### src/rtl/arbiter8_rr.sv
// -----------------------------------------------------------------------------
// arbiter8_rr -- 8-way round-robin arbiter with hold-until-release grants.
//
// A two-state FSM (IDLE, GRANT) and a 3-bit round-robin pointer.
// In IDLE, the first active request at or above the pointer wins, wrapping
// 7 -> 0. The grant is presented one edge later and held until either:
//   - the grantee signals iRelease, or
//   - the grantee drops its request.
// The following edge clears the grant and moves the pointer past the grantee.
// A release edge never also arbitrates, so there is always at least one IDLE
// cycle between grants.
//
// Optional feature (macro ARB_TIMEOUT_EN):
//   An 8-bit grant-length counter forces a release after TIMEOUT grant cycles
//   and pulses oTimeout in the cycle the outputs clear. Without the macro the
//   counter is absent, oTimeout is constant 0 and grants are held
//   indefinitely.
//
// Parameters:
//   TIMEOUT    maximum grant length in cycles, legal range 2..255
//
// Ports:
//   iClk       clock, rising edge
//   iRst       asynchronous active-high reset
//   iReq[7:0]  request lines, one per requester
//   iRelease   current grantee is finished (only looked at in GRANT)
//   oGrant     registered one-hot grant, or all zero
//   oIdx       binary index of the grantee, 0 when idle
//   oValid     high whenever oGrant is non-zero
//   oTimeout   one-cycle pulse on a forced release
// -----------------------------------------------------------------------------
module arbiter8_rr #(
    parameter int TIMEOUT = 16
) (
    input  logic       iClk,
    input  logic       iRst,
    input  logic [7:0] iReq,
    input  logic       iRelease,
    output logic [7:0] oGrant,
    output logic [2:0] oIdx,
    output logic       oValid,
    output logic       oTimeout
);

    if (TIMEOUT < 2 || TIMEOUT > 255) begin : g_bad_timeout
        $error("arbiter8_rr: TIMEOUT must be in 2..255");
    end

    typedef enum logic {
        IDLE  = 1'b0,
        GRANT = 1'b1
    } state_t;

    state_t     state_q, state_d;
    logic [2:0] ptr_q, ptr_d;
    logic [7:0] grant_q, grant_d;
    logic [2:0] idx_q, idx_d;
    logic       valid_q, valid_d;

    // Rotate the requests so that bit 0 is the requester at ptr.
    // The lowest set bit of the rotated vector is then the winner's
    // offset from ptr.
    logic [15:0] req_dbl;
    logic [7:0]  req_rot;
    logic [2:0]  win_off;
    logic [2:0]  win_idx;
    logic [7:0]  win_onehot;

    assign req_dbl = {iReq, iReq};
    assign req_rot = req_dbl[ptr_q +: 8];

    always_comb begin
        win_off = 3'd0;
        // Scan downward so that the lowest set bit is the last assignment.
        for (int i = 7; i >= 0; i--) begin
            if (req_rot[i]) begin
                win_off = 3'(i);
            end
        end
    end

    // 3-bit addition wraps naturally modulo 8.
    assign win_idx    = ptr_q + win_off;
    assign win_onehot = 8'b1 << win_idx;

    // Voluntary release: explicit release, or the grantee dropped its request.
    logic release_req;
    assign release_req = iRelease | ~iReq[idx_q];

    // Forced release from the grant-length counter (always 0 when disabled).
    logic cnt_expired;

`ifdef ARB_TIMEOUT_EN
    localparam logic [7:0] CNT_LAST = 8'(TIMEOUT - 1);

    logic [7:0] cnt_q, cnt_d;
    logic       timeout_q, timeout_d;

    assign cnt_expired = (state_q == GRANT) && (cnt_q == CNT_LAST);

    always_comb begin
        // The counter sits at zero while idle, so it starts from zero on
        // entry to GRANT and counts completed grant cycles from there.
        cnt_d     = 8'd0;
        timeout_d = 1'b0;
        if (state_q == GRANT) begin
            cnt_d = cnt_q + 8'd1;
            // A voluntary release wins over a coincident timeout.
            timeout_d = cnt_expired & ~release_req;
        end
    end

    always_ff @(posedge iClk or posedge iRst) begin
        if (iRst) begin
            cnt_q     <= 8'd0;
            timeout_q <= 1'b0;
        end else begin
            cnt_q     <= cnt_d;
            timeout_q <= timeout_d;
        end
    end

    assign oTimeout = timeout_q;
`else
    assign cnt_expired = 1'b0;
    assign oTimeout    = 1'b0;
`endif

    always_comb begin
        state_d = state_q;
        ptr_d   = ptr_q;
        grant_d = grant_q;
        idx_d   = idx_q;
        valid_d = valid_q;
        unique case (state_q)
            IDLE: begin
                if (iReq != 8'd0) begin
                    state_d = GRANT;
                    grant_d = win_onehot;
                    idx_d   = win_idx;
                    valid_d = 1'b1;
                end
            end
            GRANT: begin
                if (release_req || cnt_expired) begin
                    state_d = IDLE;
                    ptr_d   = idx_q + 3'd1;
                    grant_d = 8'd0;
                    idx_d   = 3'd0;
                    valid_d = 1'b0;
                end
            end
            default: begin
                state_d = IDLE;
            end
        endcase
    end

    always_ff @(posedge iClk or posedge iRst) begin
        if (iRst) begin
            state_q <= IDLE;
            ptr_q   <= 3'd0;
            grant_q <= 8'd0;
            idx_q   <= 3'd0;
            valid_q <= 1'b0;
        end else begin
            state_q <= state_d;
            ptr_q   <= ptr_d;
            grant_q <= grant_d;
            idx_q   <= idx_d;
            valid_q <= valid_d;
        end
    end

    assign oGrant = grant_q;
    assign oIdx   = idx_q;
    assign oValid = valid_q;

endmodule

### config.mk
export PLATFORM = sky130hd
export DESIGN_NAME = arbiter8_rr
export DESIGN_NICKNAME = d
export VERILOG_FILES = /design/src/rtl/arbiter8_rr.sv
export SDC_FILE = /design/constraint.sdc
export NUM_CORES = 1
export LEC_CHECK = 0
export ABC_AREA = 1
export BUFFER_PORTS_ARGS = -buffer_cell sky130_fd_sc_hd__buf_2
export CORE_AREA = 2 2 59 55
export CTS_CLUSTER_SIZE = 20
export DETAILED_ROUTE_END_ITERATION = 7
export DIE_AREA = 0 0 61 57
export GPL_ROUTABILITY_DRIVEN = 0
export PLACE_DENSITY = 0.82
export REMOVE_ABC_BUFFERS = 1
export SLEW_MARGIN = 0
export SYNTH_ARGS = -nofsm -noshare
export SYNTH_HDL_FRONTEND = slang
export SYNTH_SLANG_ARGS = --single-unit
### constraint.sdc
create_clock -name iClk -period 5.31 [get_ports iClk]
set_input_delay 0.531 -clock iClk [delete_from_list [all_inputs] [get_ports iClk]]
set_output_delay 0.531 -clock iClk [all_outputs]
set_load 0.01 [all_outputs]
==> flow_metrics.py <==
metrics = {
    "timing": {
        "rsz0062_at_grt": "no",
        "min_period_ns": 3.00,
        "max_freq_mhz": 333,
        "worst_pin_slew_ns": 0.587,
        "setup-violations-final": 0,
        "setup-tns-final_ns": 0,
        "slew_headroom_pct": 60.8,
        "layout_setup_ws_ns": 2.31,
        "hold-worst-slack_ns": 0.296,
        "finClkSkew_ns": 0.00208,
        "slew_violations": 0,
        "period_share_pct": 56.6,
        "finalHoldViolations": 0,
    },
    "floorplanning": {
        "die_area_um2": 3480,
        "rows": 19,
        "num_io_pins": 24,
        "dieHeight_um": 57,
        "chipWidth_um": 61,
        "initial_core_util_pct": 46.9,
        "core_um2": 2920,
    },
    "critical_path": {
        "cp_cell_sequence": "inv_6, nand3_2, nand3_1, nand2_1, nand3_1, nand2_1, nand2_1, nand2_1, nand2_1, a21boi_0, ha_1, inv_1, fa_1, xor2_1, inv_1, nand3_4, nand2_4, nand3_1, nand2_1",
        "reg2reg_depth": 19,
        "cpPeakStageDelay_ns": 0.70,
        "regToRegEndpoint": "oGrant[0]",
        "critPathKind": "reg -> reg",
        "path_common_cell": "nand2_1",
        "crit_required_ns": 5.49,
        "cp_max_fo": 10,
        "reg2reg_slack_ns": 2.31,
        "crit_path_start_kind": "flip-flop",
        "crit_slowest_cell": "dfrtp_1",
        "crit_arrival_ns": 3.18,
        "rr_startpoint": "ptr_q[1]",
        "endpoint_kind": "flip-flop",
    },
    "logic_synthesis": {
        "synth_edf_count": 0,
        "yosysSeqAreaShare_pct": 29.2,
        "synth-compound-area-share_pct": 6.75,
        "synthMuxAreaShare_pct": 0,
        "synth_top_area_cell": "dfrtp_1",
        "synth_area_um2": 1370,
        "synth-seq-cells": 16,
        "async_reset_ff_share_pct": 100,
        "synth_top_area_share_pct": 29.2,
        "synthXorXnorAreaFrac_pct": 1.28,
        "ys.flop_type": "dfrtp_1",
        "synth-simple-area-share_pct": 51.1,
        "postSynthCellCount": 188,
        "synthTopCellsByArea": "dfrtp_1 (29%), nand2_1 (17%), nand3_2 (10%)",
        "syn_area_per_cell_um2": 7.29,
        "synth_top_family_by_area": "simple AND/OR/NAND/NOR gates",
        "yosysUniqueCellTypes": 32,
        "synth_fa_ha_area_share_pct": 3.28,
        "yosysWarnings": 0,
    },
    "global_route": {
        "grt_pass1_wl_um": 5020,
        "grt_pass1_vias": 1162,
        "grt_overflow": 0,
        "grt_use_total_pct": 18.7,
        "grt_max_degree": 17,
        "antenna_found_initial": 0,
    },
    "clock_tree": {
        "htree_levels": 1,
        "clkLatencyLatePin_ns": 0.28,
        "cts_tree": "done",
        "clock_sink_count": 16,
        "clk_pin_slew_ns": 0.09,
        "clock_path_buffers": 2,
        "cts_resized": 0,
        "ctsHoldBuffers": 0,
        "post_cts_buffers": 0,
        "cts_buffers": 3,
        "cts-root-buf": "clkbuf_4",
    },
    "pwr": {
        "p_sw_uw": 597,
        "ir_drop_uv": 507,
        "p_clk_share_pct": 7.4,
        "p_int_uw": 474,
        "switching_share_pct": 55.7,
        "powerDensity_nw_per_um2": 699,
        "power_mw": 1.07,
        "combPwrFrac_pct": 70.5,
        "p_leak_nw": 0.830,
        "power_frac_seq_pct": 22.2,
    },
    "route": {
        "wirelength_um": 2790,
        "vias": 1265,
        "drtPass1Iterations": 4,
        "drtIter0Drc": 67,
        "routed_via_density": 5.02,
        "drcViolationCount": 0,
        "wl_per_cell_um": 11.1,
        "ant_nets": 0,
    },
    "cells_and_area": {
        "fillers": 272,
        "area_growth_pct": 11.8,
        "diodes": 0,
        "layout.nets": 225,
        "layout-drive-gt1-share_pct": 31.4,
        "fin_util_pct": 52.4,
        "multiInputGateArea_um2": 860,
        "final_common_cell": "nand2_1",
        "regArea_um2": 400,
        "final_cell_mix": "nand2_1 (62), buf_2 (22), nand3_1 (16), dfrtp_1 (16), nand3_2 (14)",
    },
    "placement": {
        "port_buffers": 22,
        "dp_hpwl_um": 2230,
        "dpl_worst_slack_ns": 2.29,
    },
    "hold_path": {
        "hold_path.class": "in -> async",
    },
    "flow_run": {
        "cap_violations": 0,
    },
    "status": {
        "status": "finished clean",
    },
}
-- cell families (layout without fill, tap and decap cells) --
group                    count (synthesis)  in the layout
buffers and inverters                   21             43
XOR/XNOR                                 2              2
flip-flops                              16             16
AO/OA/AOI/OAI                           16             16
other                                    1              1
adder cells (fa/ha/maj)                  3              3
AND/OR/NAND/NOR                        129            129
-- sequential cells by signal (all words and copies together), names as in the netlist --
register / count
oGrant: 8
oIdx: 3
oValid: 1
ptr_q: 3
state_q: 1
-- metal layers --
layer | global-route usage [%] | vias to the layer above | share of wire [%]
li1 | - | 652 | -
met5 | 0 | - | 0
met1 | 27.0 | 583 | 47
met2 | 29.6 | 26 | 49
met4 | 4.97 | 0 | 1.0
met3 | 2.27 | 4 | 2.7
-- metrics by stage --
stage	cells	area [µm²]
6_report	252	1530
5_1_grt	252	1530
4_1_cts	252	1530
3_5_place_dp	248	1500
3_3_place_gp	248	1500
2_1_floorplan	184	1330
-- power groups by stage --
stage	combinational [mW]	clock (mW)	sequential, mW
final	0.755	0.0789	0.237
after global routing	0.867	0.0861	0.247
after CTS	0.756	0.0799	0.237
after detailed placement	0.751	0	0.240
after global placement	0.733	0	0.239
after floorplan	0.600	0	0.236
-- worst max-delay path by stage --
| stage | start | end | slack (ns) | cells after the start |
|---|---|---|---|---|
| floorplan | ptr_q[1] | oGrant[0] | 2.60 | 19 |
| global placement | ptr_q[0] | oGrant[0] | 2.38 | 19 |
| detailed placement | ptr_q[1] | oGrant[1] | 2.29 | 19 |
| CTS | ptr_q[1] | oGrant[0] | 2.27 | 19 |
| global route | ptr_q[1] | oGrant[3] | 1.93 | 19 |
| finish | ptr_q[1] | oGrant[0] | 2.31 | 19 |
-- cell type report --
class                   count  area share, %
repair buffers             22           7.18
well taps                  42           3.43
flip-flops and latches     16           26.1
inverters                  17           4.82
clock buffers               4           2.37
multi-input cells         151           56.1
-- critical path: cells and delay by family (launching register included) --
kind,cells,cell delay (ns)
flip-flops,1,0.70
AO/OA/AOI/OAI,1,0.15
XOR/XNOR,1,0.28
buffers and inverters,3,0.30
adder cells (fa/ha/maj),2,0.53
AND/OR/NAND/NOR,12,0.94
-- Yosys cell counts (2+ instances only) --
cell,number
nand2_1,62
dfrtp_1,16
nand3_1,16
nand3_2,14
inv_1,12
nand2_2,12
nor2_1,10
o21ai_0,7
nand2_4,4
nand4_1,4
a21oi_1,3
inv_2,3
buf_4,2
buf_6,2
ha_1,2
inv_6,2
nor2_4,2
(Power assumes the default switching activity.)
